### src/rtl/seq_detect_logger.sv
// seq_detect_logger
// Consumes the per-bit strobe of a serial sequence detector. It tracks the
// bit position of the stream, counts detections with a saturating counter,
// and logs the position of each detection in a small FIFO. A host drains the
// FIFO through a registered read port.
module seq_detect_logger #(
  parameter int POS_W = 8,  // bit-position counter / log entry width
  parameter int CNT_W = 8,  // saturating detection counter width
  parameter int DEPTH = 4   // FIFO entries, power of two, >= 2
) (
  input  logic             clk,
  input  logic             rstn,
  input  logic             bit_valid,
  input  logic             det,
  input  logic             clr,
  input  logic             rd_en,
  output logic [POS_W-1:0] rd_data,
  output logic             rd_valid,
  output logic             fifo_empty,
  output logic             fifo_full,
  output logic [CNT_W-1:0] evt_count,
  output logic             overflow
);

  localparam int AW = $clog2(DEPTH);
  localparam logic [AW:0]      OCC_FULL = (AW+1)'(DEPTH);
  localparam logic [AW:0]      OCC_ONE  = (AW+1)'(1);
  localparam logic [AW-1:0]    PTR_ONE  = AW'(1);
  localparam logic [POS_W-1:0] POS_ONE  = POS_W'(1);
  localparam logic [CNT_W-1:0] CNT_ONE  = CNT_W'(1);
  localparam logic [CNT_W-1:0] CNT_MAX  = '1;

  logic [POS_W-1:0] pos;
  logic [POS_W-1:0] mem [DEPTH];
  logic [AW-1:0]    wr_ptr;
  logic [AW-1:0]    rd_ptr;
  logic [AW:0]      occ;
  logic [AW:0]      occ_nxt;
  logic             evt;
  logic             pop;
  logic             push;
  logic             drop;

  // Event/push/pop decisions and next occupancy.
  // A full FIFO still accepts an event when the same cycle pops, since the
  // popped slot is the one being overwritten. An empty FIFO never pops, so a
  // simultaneous push lands in storage rather than falling through.
  always_comb begin
    // NOTE: every signal gets a default before any conditional assignment so
    // no path leaves it unassigned; that is what keeps this block latch-free.
    occ_nxt = occ;
    evt     = bit_valid & det;
    pop     = rd_en & (occ != '0);
    push    = evt & ((occ != OCC_FULL) | pop);
    drop    = evt & ~push;
    if (push && !pop) begin
      occ_nxt = occ + OCC_ONE;
    end else if (pop && !push) begin
      occ_nxt = occ - OCC_ONE;
    end
  end

  // Bit-position counter: 0-based, wraps modulo 2^POS_W.
  always_ff @(posedge clk or negedge rstn) begin
    // NOTE: sequential state uses non-blocking assignments so every register
    // samples the pre-edge values, independent of statement order.
    if (!rstn) begin
      pos <= '0;
    end else if (clr) begin
      pos <= '0;
    end else if (bit_valid) begin
      pos <= pos + POS_ONE;
    end
  end

  // Log storage: written with the position of the completing bit.
  // NOTE: the storage array has no reset; the pointers and occupancy decide
  // which entries are meaningful, so clearing the array would only add logic.
  always_ff @(posedge clk) begin
    if (push && !clr) begin
      mem[wr_ptr] <= pos;
    end
  end

  // Pointers, occupancy and registered empty/full flags.
  always_ff @(posedge clk or negedge rstn) begin
    if (!rstn) begin
      wr_ptr     <= '0;
      rd_ptr     <= '0;
      occ        <= '0;
      fifo_empty <= 1'b1;
      fifo_full  <= 1'b0;
    end else if (clr) begin
      wr_ptr     <= '0;
      rd_ptr     <= '0;
      occ        <= '0;
      fifo_empty <= 1'b1;
      fifo_full  <= 1'b0;
    end else begin
      if (push) begin
        wr_ptr <= wr_ptr + PTR_ONE;
      end
      if (pop) begin
        rd_ptr <= rd_ptr + PTR_ONE;
      end
      occ        <= occ_nxt;
      fifo_empty <= (occ_nxt == '0);
      fifo_full  <= (occ_nxt == OCC_FULL);
    end
  end

  // Registered read port: rd_data loads on a real pop and otherwise holds,
  // including across clr; rd_valid strobes for the single cycle after a pop.
  always_ff @(posedge clk or negedge rstn) begin
    if (!rstn) begin
      rd_data  <= '0;
      rd_valid <= 1'b0;
    end else if (clr) begin
      rd_valid <= 1'b0;
    end else begin
      rd_valid <= pop;
      if (pop) begin
        rd_data <= mem[rd_ptr];
      end
    end
  end

  // Saturating event counter (dropped events included) and sticky overflow.
  always_ff @(posedge clk or negedge rstn) begin
    if (!rstn) begin
      evt_count <= '0;
      overflow  <= 1'b0;
    end else if (clr) begin
      evt_count <= '0;
      overflow  <= 1'b0;
    end else begin
      if (evt && (evt_count != CNT_MAX)) begin
        evt_count <= evt_count + CNT_ONE;
      end
      if (drop) begin
        overflow <= 1'b1;
      end
    end
  end

endmodule
### config.mk
export PLATFORM = sky130hd
export DESIGN_NAME = seq_detect_logger
export DESIGN_NICKNAME = d
export VERILOG_FILES = /design/src/rtl/seq_detect_logger.sv
export SDC_FILE = /design/constraint.sdc
export NUM_CORES = 1
export LEC_CHECK = 0
export CORE_UTILIZATION = 63
export CTS_BUF_LIST = sky130_fd_sc_hd__clkbuf_8
export DETAILED_ROUTE_END_ITERATION = 8
export GPL_ROUTABILITY_DRIVEN = 0
export GPL_TIMING_DRIVEN = 0
export PLACE_DENSITY = 0.85
export SKIP_LAST_GASP = 1
export SYNTH_ARGS = -nofsm -noshare
export SYNTH_HDL_FRONTEND = slang
export SYNTH_SLANG_ARGS = --single-unit
### constraint.sdc
create_clock -name clk -period 4 [get_ports clk]
set_input_delay 0.8 -clock clk [delete_from_list [all_inputs] [get_ports clk]]
set_output_delay 0.8 -clock clk [all_outputs]
set_load 0.01 [all_outputs]
==> impl_metrics.json, run 1 <==
{
  "run_status": "finished clean",
  "p_seq_share_pct": 42.4,
  "post-route-period-util_pct": 61.76,
  "clk_pin_slew_ns": 0.07,
  "netlist_instances": 207,
  "drv_slew": 0,
  "ys.flop_type": "dfrtp_1",
  "cts_hold_buffers": 0,
  "die-area_mm2": 0.004936,
  "grt_use_total_pct": 22.67,
  "place_hpwl_mm": 3.261,
  "synth_most_common_cell": "dfrtp_1",
  "grt_pass1_vias": 1753,
  "p_leak_nw": 1.398,
  "io_buffers": 23,
  "global_route.usage.met2_pct": 35.45,
  "arrival_ns": 2.45,
  "synth.area.top_cells": "edfxtp_1 (33%), dfrtp_1 (29%), mux4_2 (6.1%), ha_1 (3.8%), mux2_2 (3.5%)",
  "rrSetupSlack_ns": 1.82,
  "antenna_found_initial": 0,
  "wire_per_inst_um": 16.81,
  "syn_avg_cell_area_um2": 14.18,
  "startpoint_type": "input port",
  "synth-edff-count": 32,
  "start_util_pct": 66.50,
  "required_ns": 3.98,
  "drive_above_1_share_pct": 20.33,
  "drcViolationCount": 0,
  "grt_first_pass_wirelength_mm": 8.418,
  "drt-total-wl_mm": 5.008,
  "htree_levels": 3,
  "syn_area_mm2": 0.002935,
  "grt_max_degree": 36,
  "clock_latency_ns": 0.33,
  "fin_tns_setup_ns": 0,
  "cp-startpoint": "det",
  "report.final.hold_viol_count": 0,
  "synth_cell_types": 43,
  "slowest_stage": "clkdlybuf4s50_1",
  "grt_use_met3_pct": 3.896,
  "power_switching_mw": 0.5156,
  "synth_area_leader_cell": "edfxtp_1",
  "fin_skew_ns": 0.006263,
  "cts_buffer_depth": 2,
  "synthArstFlopShare_pct": 52.24,
  "syn_nets": 222,
  "setup_viol_count_final": 0,
  "yosysWarningCount": 0,
  "postCtsSetupBuffers": 0,
  "pre_cts_ws_ns": 1.210,
  "drt_iter0_drc": 114,
  "power_frac_clock_pct": 33.4,
  "worstHoldStart": "overflow",
  "io-pin-count": 26,
  "final_antenna_net_count": 0,
  "min_path_type": "reg2reg",
  "use_met1_pct": 32.41,
  "vias_per_cell": 5.738,
  "path_max_fanout": 8,
  "synth_top_area_share_pct": 32.74,
  "slew_headroom_pct": 48.48,
  "yosysSeqAreaShare_pct": 62.62,
  "ir_drop_v": 0.0003607,
  "fillers": 262,
  "rows": 24,
  "worstMarginPinSlew_ns": 0.7728,
  "area_growth_pct": 18.07,
  "worstSetupPathType": "in2reg",
  "fp.dieW_um": 70.26,
  "cts_resized": 0,
  "rsz0062_at_grt": "no",
  "vias": 1710,
  "grt-busiest-layer": "met2",
  "r2r-start": "occ[0]",
  "max_freq_mhz": 404.8,
  "worstSetupEndpointType": "flip-flop",
  "power.density_mw_per_mm2": 574.9,
  "fin_crit_ns": 2.470,
  "die_h_um": 70.26,
  "fin_util_pct": 78.51,
  "p_int_mw": 1.477,
  "path_cells": "clkdlybuf4s50_1, and2_4, o21ai_0, nor2_1, and2_1",
  "drt-pass1-iter-count": 4,
  "tritoncts": "yes",
  "sw_frac_of_total_pct": 25.87,
  "fin_ws_ns": 1.530,
  "ys_top_cells_by_count": "dfrtp_1 (34), edfxtp_1 (32), nor2_1 (27)",
  "numCtsBuffers": 9,
  "cts_sinks": 67,
  "synth-seq-cells": 67,
  "slowest_delay_ns": 0.54,
  "num_antenna_cells": 0,
  "whs_ns": 0.5052,
  "core_area_mm2": 0.004414,
  "drv_cap": 0,
  "finalPower_mw": 1.993,
  "grt.overflow.total": 0,
  "root_buffer": "clkbuf_8",
  "p_comb_share_pct": 24.2,
  "nets": 256
}
-- cells by family (layout without fill, tap and decap cells) --
group	after synthesis	count (layout)	synth area share [%]
multiplexers	22	22	11.47
adder cells (fa/ha/maj)	9	9	3.836
XOR/XNOR	12	12	3.581
AND/OR/NAND/NOR	70	70	12.57
buffers and inverters	12	51	1.833
AO/OA/AOI/OAI	15	15	4.092
flip-flops	67	67	62.62
-- flip-flops by register name (all words and copies together) (netlist names) --
register	count
mem	32
evt_count	8
pos	8
rd_data	8
occ	3
rd_ptr	2
wr_ptr	2
fifo_empty	1
fifo_full	1
overflow	1
rd_valid	1
-- critical path, delay by kind of cell --
kind / cells / cell delay (ns)
AND/OR/NAND/NOR: 3 / 0.88
buffers and inverters: 1 / 0.54
AO/OA/AOI/OAI: 1 / 0.23
-- power by group through the flow --
stage	Combinational, mW	Clock (mW)	Sequential (mW)
floorplan	0.299	0	0.876
global placement	0.470	0	0.854
detailed placement	0.484	0	0.860
CTS	0.489	0.675	0.845
global route	0.529	0.697	0.853
finish	0.483	0.665	0.845
-- path summary, 6_finish.rpt --
| kind | end | cells past startpoint |
|---|---|---|
| setup / recovery | mem[2][1] | 5 |
| hold / removal | overflow | 2 |
| setup reg to reg | mem[2][1] | 6 |
| hold reg to reg | overflow | 2 |
| max in group asynchronous | evt_count[0] | 1 |
| min in group asynchronous | rd_data[6] | 1 |
-- layout by cell type, fill, tap and decap left out, types with 4 or more instances in the layout --
cell type and count:
mux4_2 8, inv_1 6, and2_1 4, nor2_1 27, clkbuf_8 9, mux2_2 9
xnor2_1 5, dfrtp_1 34, nand2_1 10, mux2i_1 4, nor3_1 4, xor2_1 7
clkdlybuf4s50_1 22, ha_1 9, nand3_1 5, edfxtp_1 32, a21oi_1 4
-- per-layer routing --
metal	vias up	part of all wire (%)
li1	811	-
met1	850	46
met2	40	49
met3	9	3.7
met4	0	0.84
met5	-	0
-- layout make-up --
| class | count | area, µm² | share of cell area (%) |
|---|---|---|---|
| sequential | 67 | 1838 | 53.03 |
| multi-input combinational | 128 | 1044 | 30.11 |
| timing repair buffer | 23 | 225.2 | 6.498 |
| clock buffer | 9 | 123.9 | 3.574 |
| clock inverter | 7 | 116.4 | 3.357 |
| tap | 52 | 65.06 | 1.877 |
| buffer | 6 | 31.28 | 0.9025 |
| inverter | 6 | 22.52 | 0.6498 |
-- per-stage QoR --
step                cell area (µm²)  std cells
floorplan                      2935        207
global placement               3231        282
detailed placement             3226        282
CTS                            3466        298
global route                   3466        298
finish                         3466        298
(Power assumes the default switching activity.)
==> inputs of run 2 (changes only) <==
CORE_UTILIZATION = 59   (was 63)
PLACE_DENSITY = 0.8   (was 0.85)
clock period = 2.4 ns   (was 4 ns; I/O delays follow)
==> run 2 against run 1 <==
Against the previous run:
- sequential cell count did not move
- largest cell class unchanged
- combinational power grew 64%
- die area up 6.6%
- wire length fell by 5.6%
- non-clock buffer count stayed put
- final cell count grew 5.0%
- clock power increased by 20%
- utilization is 6.7 points lower
==> impl_metrics.json, run 2 (synthesis gave the netlist of run 1 again) <==
{
  "report.final.hold_viol_count": 0,
  "grt-busiest-layer": "met2",
  "use_met1_pct": 28.38,
  "drcViolationCount": 0,
  "final_antenna_net_count": 0,
  "fp.dieW_um": 72.54,
  "grt_pass1_vias": 1575,
  "slowest_stage": "and2_1",
  "cts_buffer_depth": 2,
  "grt_use_met3_pct": 3.889,
  "vias_per_cell": 5.390,
  "htree_levels": 3,
  "io_buffers": 23,
  "die_h_um": 72.54,
  "largest_register_ffs": 32,
  "cts_resized": 0,
  "tritoncts": "yes",
  "die-area_mm2": 0.005261,
  "pre_cts_ws_ns": -0.01477,
  "top_register": "mem",
  "cts_sinks": 67,
  "path_max_fanout": 8,
  "p_leak_nw": 1.365,
  "path_cells": "inv_1, ha_1, nand2_1, o21ai_0, nor2_1, and2_1",
  "nets": 256,
  "ir_drop_v": 0.0004477,
  "startpoint_type": "flip-flop",
  "post-route-period-util_pct": 88.82,
  "clock_latency_ns": 0.33,
  "rsz0062_at_grt": "no",
  "cts_hold_buffers": 0,
  "global_route.usage.met2_pct": 29.80,
  "io-pin-count": 26,
  "arrival_ns": 2.11,
  "grt_use_total_pct": 20.26,
  "drv_slew": 0,
  "setup_viol_count_final": 0,
  "drt-pass1-iter-count": 4,
  "drt_iter0_drc": 88,
  "grt_first_pass_wirelength_mm": 7.638,
  "clk_pin_slew_ns": 0.08,
  "area_growth_pct": 16.33,
  "fillers": 342,
  "power.density_mw_per_mm2": 876.5,
  "worstMarginPinSlew_ns": 0.7947,
  "layout_common_cells": "dfrtp_1 (34), edfxtp_1 (32), nor2_1 (27), clkdlybuf4s50_1 (22), nand2_1 (10)",
  "numCtsBuffers": 9,
  "grt.overflow.total": 0,
  "layout_commonest_cell": "dfrtp_1",
  "root_buffer": "clkbuf_8",
  "vias": 1687,
  "required_ns": 2.38,
  "postCtsSetupBuffers": 0,
  "run_status": "finished clean",
  "rows": 25,
  "crit_family": "simple AND/OR/NAND/NOR gates",
  "fin_crit_ns": 2.132,
  "drive_above_1_share_pct": 19.92,
  "antenna_found_initial": 0,
  "max_freq_mhz": 469.1,
  "place_hpwl_mm": 3.062,
  "finalPower_mw": 2.993,
  "wire_per_inst_um": 15.10,
  "path_buf_inv": 1,
  "fin_ws_ns": 0.2683,
  "worstSetupPathType": "reg2reg",
  "start_util_pct": 61.74,
  "grt_max_degree": 36,
  "core_area_mm2": 0.004755,
  "whs_ns": 0.2225,
  "num_antenna_cells": 0,
  "fin_skew_ns": 0.01071,
  "slowest_delay_ns": 0.45,
  "min_path_type": "in2async",
  "drv_cap": 0,
  "slew_headroom_pct": 47.02,
  "drt-total-wl_mm": 4.726,
  "worstSetupEndpointType": "flip-flop"
}
## run 2: changes by cell type in the layout (fill, tap and decap cells not counted)
| cell | previous run | this run |
|---|---|---|
| clkinvlp_4 | 1 | 2 |
| clkinv_4 | 1 | 2 |
| bufinv_16 | 3 | 0 |
| inv_1 | 6 | 7 |
## run 2: per-layer routing
layer	part of all wire, %	vias up
met2	48	30
met1	48	844
met3	3.4	2
met5	0	-
li1	-	811
met4	0.80	0
## run 2: path summary, 6_finish.rpt
check	endpoint	slack [ns]	cells past startpoint	from
max	mem[1][7]	0.27	6	occ[0]
min	rd_data[3]	0.22	1	rstn
max reg2reg	mem[1][7]	0.27	6	occ[0]
min reg2reg	overflow	0.50	2	overflow
max in group asynchronous	evt_count[1]	1.66	1	rstn
min in group clk	pos[1]	0.46	3	bit_valid
## run 2: area by class of cell
| class | count | area [µm²] | area share [%] |
|---|---|---|---|
| sequential | 67 | 1838 | 53.83 |
| multi-input combinational | 128 | 1044 | 30.56 |
| timing repair buffer | 23 | 225.2 | 6.596 |
| clock buffer | 9 | 123.9 | 3.628 |
| tap | 67 | 83.83 | 2.455 |
| clock inverter | 7 | 46.29 | 1.356 |
| buffer | 6 | 31.28 | 0.9161 |
| inverter | 6 | 22.52 | 0.6596 |
## run 2: worst register-to-register path, cell delays in order (launching register included)
cell     delay [ns]
dfrtp_1        0.43
inv_1          0.12
ha_1           0.24
nand2_1        0.10
o21ai_0        0.20
nor2_1         0.23
and2_1         0.45
## run 2: power by group
part           internal, mW  total, mW  switching [mW]  leakage [nW]
clock                 0.370      0.797           0.427        0.0864
combinational         0.442      0.793           0.351         0.506
sequential             1.33       1.40          0.0721         0.772
## run 2: metrics by stage
stage | cells | utilization (%) | area, µm² | TNS [ns]
global route | 313 | 71.82 | 3415 | 0
finish | 313 | 71.82 | 3415 | 0
detailed placement | 297 | 68.24 | 3244 | -0.1152
floorplan | 207 | - | 2935 | 0
global placement | 297 | 68.34 | 3249 | 0
CTS | 313 | 71.82 | 3415 | 0
==> inputs of run 3 (changes only) <==
CORE_MARGIN = 3   (was default)
==> run 3 against run 2 <==
Against the previous run:
- clock power is 5.3% lower
- sequential cell count stayed put
- wire length is 2.2% higher
- utilization is 0.18 points lower
- worst setup slack better by 0.045 ns
- register-to-register slack better by 0.04 ns
- maximum frequency is 2.1% higher
- critical path type unchanged
- critical endpoint is now mem[3][4]
- largest power group unchanged
==> impl_metrics.json, run 3 (synthesis gave the netlist of run 1 again) <==
{
  "drive_above_1_share_pct": 18.29,
  "drt_iter0_drc": 107,
  "p_seq_share_pct": 47.6,
  "p_leak_nw": 1.370,
  "report.final.hold_viol_count": 0,
  "worstSetupEndpointType": "flip-flop",
  "run_status": "finished clean",
  "num_antenna_cells": 0,
  "pre_cts_ws_ns": -0.0004601,
  "fin_util_pct": 71.63,
  "tritoncts": "yes",
  "arrival_ns": 2.06,
  "crit_family": "simple AND/OR/NAND/NOR gates",
  "nets": 256,
  "dp_cells": 297,
  "die_h_um": 76.54,
  "place_hpwl_mm": 3.332,
  "largest_register_ffs": 32,
  "cts_resized": 0,
  "grt_pass1_vias": 1758,
  "drv_slew": 0,
  "postCtsSetupBuffers": 0,
  "p_int_mw": 2.157,
  "required_ns": 2.38,
  "worstSetupPathType": "reg2reg",
  "min_path_type": "in2async",
  "power_switching_mw": 0.7955,
  "cts_sinks": 67,
  "fin_skew_ns": 0.007209,
  "antenna_found_initial": 0,
  "power_frac_clock_pct": 25.6,
  "area_growth_pct": 16.03,
  "io-pin-count": 26,
  "clk_pin_slew_ns": 0.07,
  "layout_commonest_cell": "dfrtp_1",
  "p_comb_share_pct": 26.8,
  "grt_first_pass_wirelength_mm": 8.480,
  "fin_area_mm2": 0.003406,
  "grt_max_degree": 36,
  "grt.overflow.total": 0,
  "drt-pass1-iter-count": 4,
  "core_area_mm2": 0.004755,
  "slew_headroom_pct": 44.63,
  "startpoint_type": "flip-flop",
  "max_freq_mhz": 479.2,
  "root_buffer": "clkbuf_8",
  "top_register": "mem",
  "rsz0062_at_grt": "no",
  "die-area_mm2": 0.005858,
  "fin_tns_setup_ns": 0,
  "setup_viol_count_final": 0,
  "grt_use_total_pct": 19.21,
  "dpl_cell_area_mm2": 0.003244,
  "wire_per_inst_um": 15.43,
  "finalPower_mw": 2.953,
  "cts_hold_buffers": 0,
  "slowest_delay_ns": 0.42,
  "rows": 25,
  "numCtsBuffers": 9,
  "start_util_pct": 61.74,
  "path_cells": "inv_1, ha_1, nand2_1, o21ai_0, nor2_1, and2_1",
  "drcViolationCount": 0,
  "power.density_mw_per_mm2": 867.0,
  "path_max_fanout": 8,
  "layout_common_cells": "dfrtp_1 (34), edfxtp_1 (32), nor2_1 (27), clkdlybuf4s50_1 (22)",
  "htree_levels": 3,
  "drt-total-wl_mm": 4.829,
  "fin_ws_ns": 0.3131,
  "cts_buffer_depth": 2,
  "drv_cap": 0,
  "stdcell_count": 313,
  "fp.dieW_um": 76.54,
  "post-route-period-util_pct": 86.95,
  "fin_crit_ns": 2.087,
  "vias": 1675,
  "whs_ns": 0.2430,
  "final_antenna_net_count": 0,
  "vias_per_cell": 5.351,
  "worstMarginPinSlew_ns": 0.8305,
  "slowest_stage": "dfrtp_1",
  "clock_latency_ns": 0.32,
  "io_buffers": 23,
  "ir_drop_v": 0.0004578,
  "path_buf_inv": 1,
  "sw_frac_of_total_pct": 26.94
}
-- run 3: metal layers --
layer  part of all wire, %  track usage [%]  vias to the layer above
li1                      -                -                      811
met5                     0                0                        -
met1                    47            25.02                      829
met3                   3.6            3.664                        4
met4                  0.91            9.239                        0
met2                    49            31.20                       31
-- run 3: cell type report --
class / count / area, µm²
Timing Repair Buffer: 23 / 225.2
Sequential cell: 67 / 1838
Inverter: 6 / 22.52
Multi-Input combinational cell: 128 / 1044
Tap cell: 67 / 83.83
Fill cell: 344 / 1349
Clock buffer: 10 / 137.6
Buffer: 6 / 31.28
Clock inverter: 6 / 23.77
-- run 3: path summary, 6_finish.rpt --
check,startpoint,endpoint,slack (ns),depth (start not counted)
worst min register to register,rd_data[5],rd_data[5],0.50,1
min in group clk,bit_valid,pos[0],0.45,3
worst max register to register,occ[0],mem[3][4],0.31,6
max in group asynchronous,rstn,rd_data[2],1.62,1
worst min-delay path,rstn,rd_data[3],0.24,1
worst max-delay path,occ[0],mem[3][4],0.31,6
-- run 3: power by group through the flow --
stage / clock (mW) / combinational (mW) / sequential, mW
after CTS: 0.776 / 0.803 / 1.41
after global placement: 0 / 0.784 / 1.42
final: 0.755 / 0.793 / 1.41
after global routing: 0.835 / 0.864 / 1.43
after floorplan: 0 / 0.498 / 1.46
after detailed placement: 0 / 0.799 / 1.43
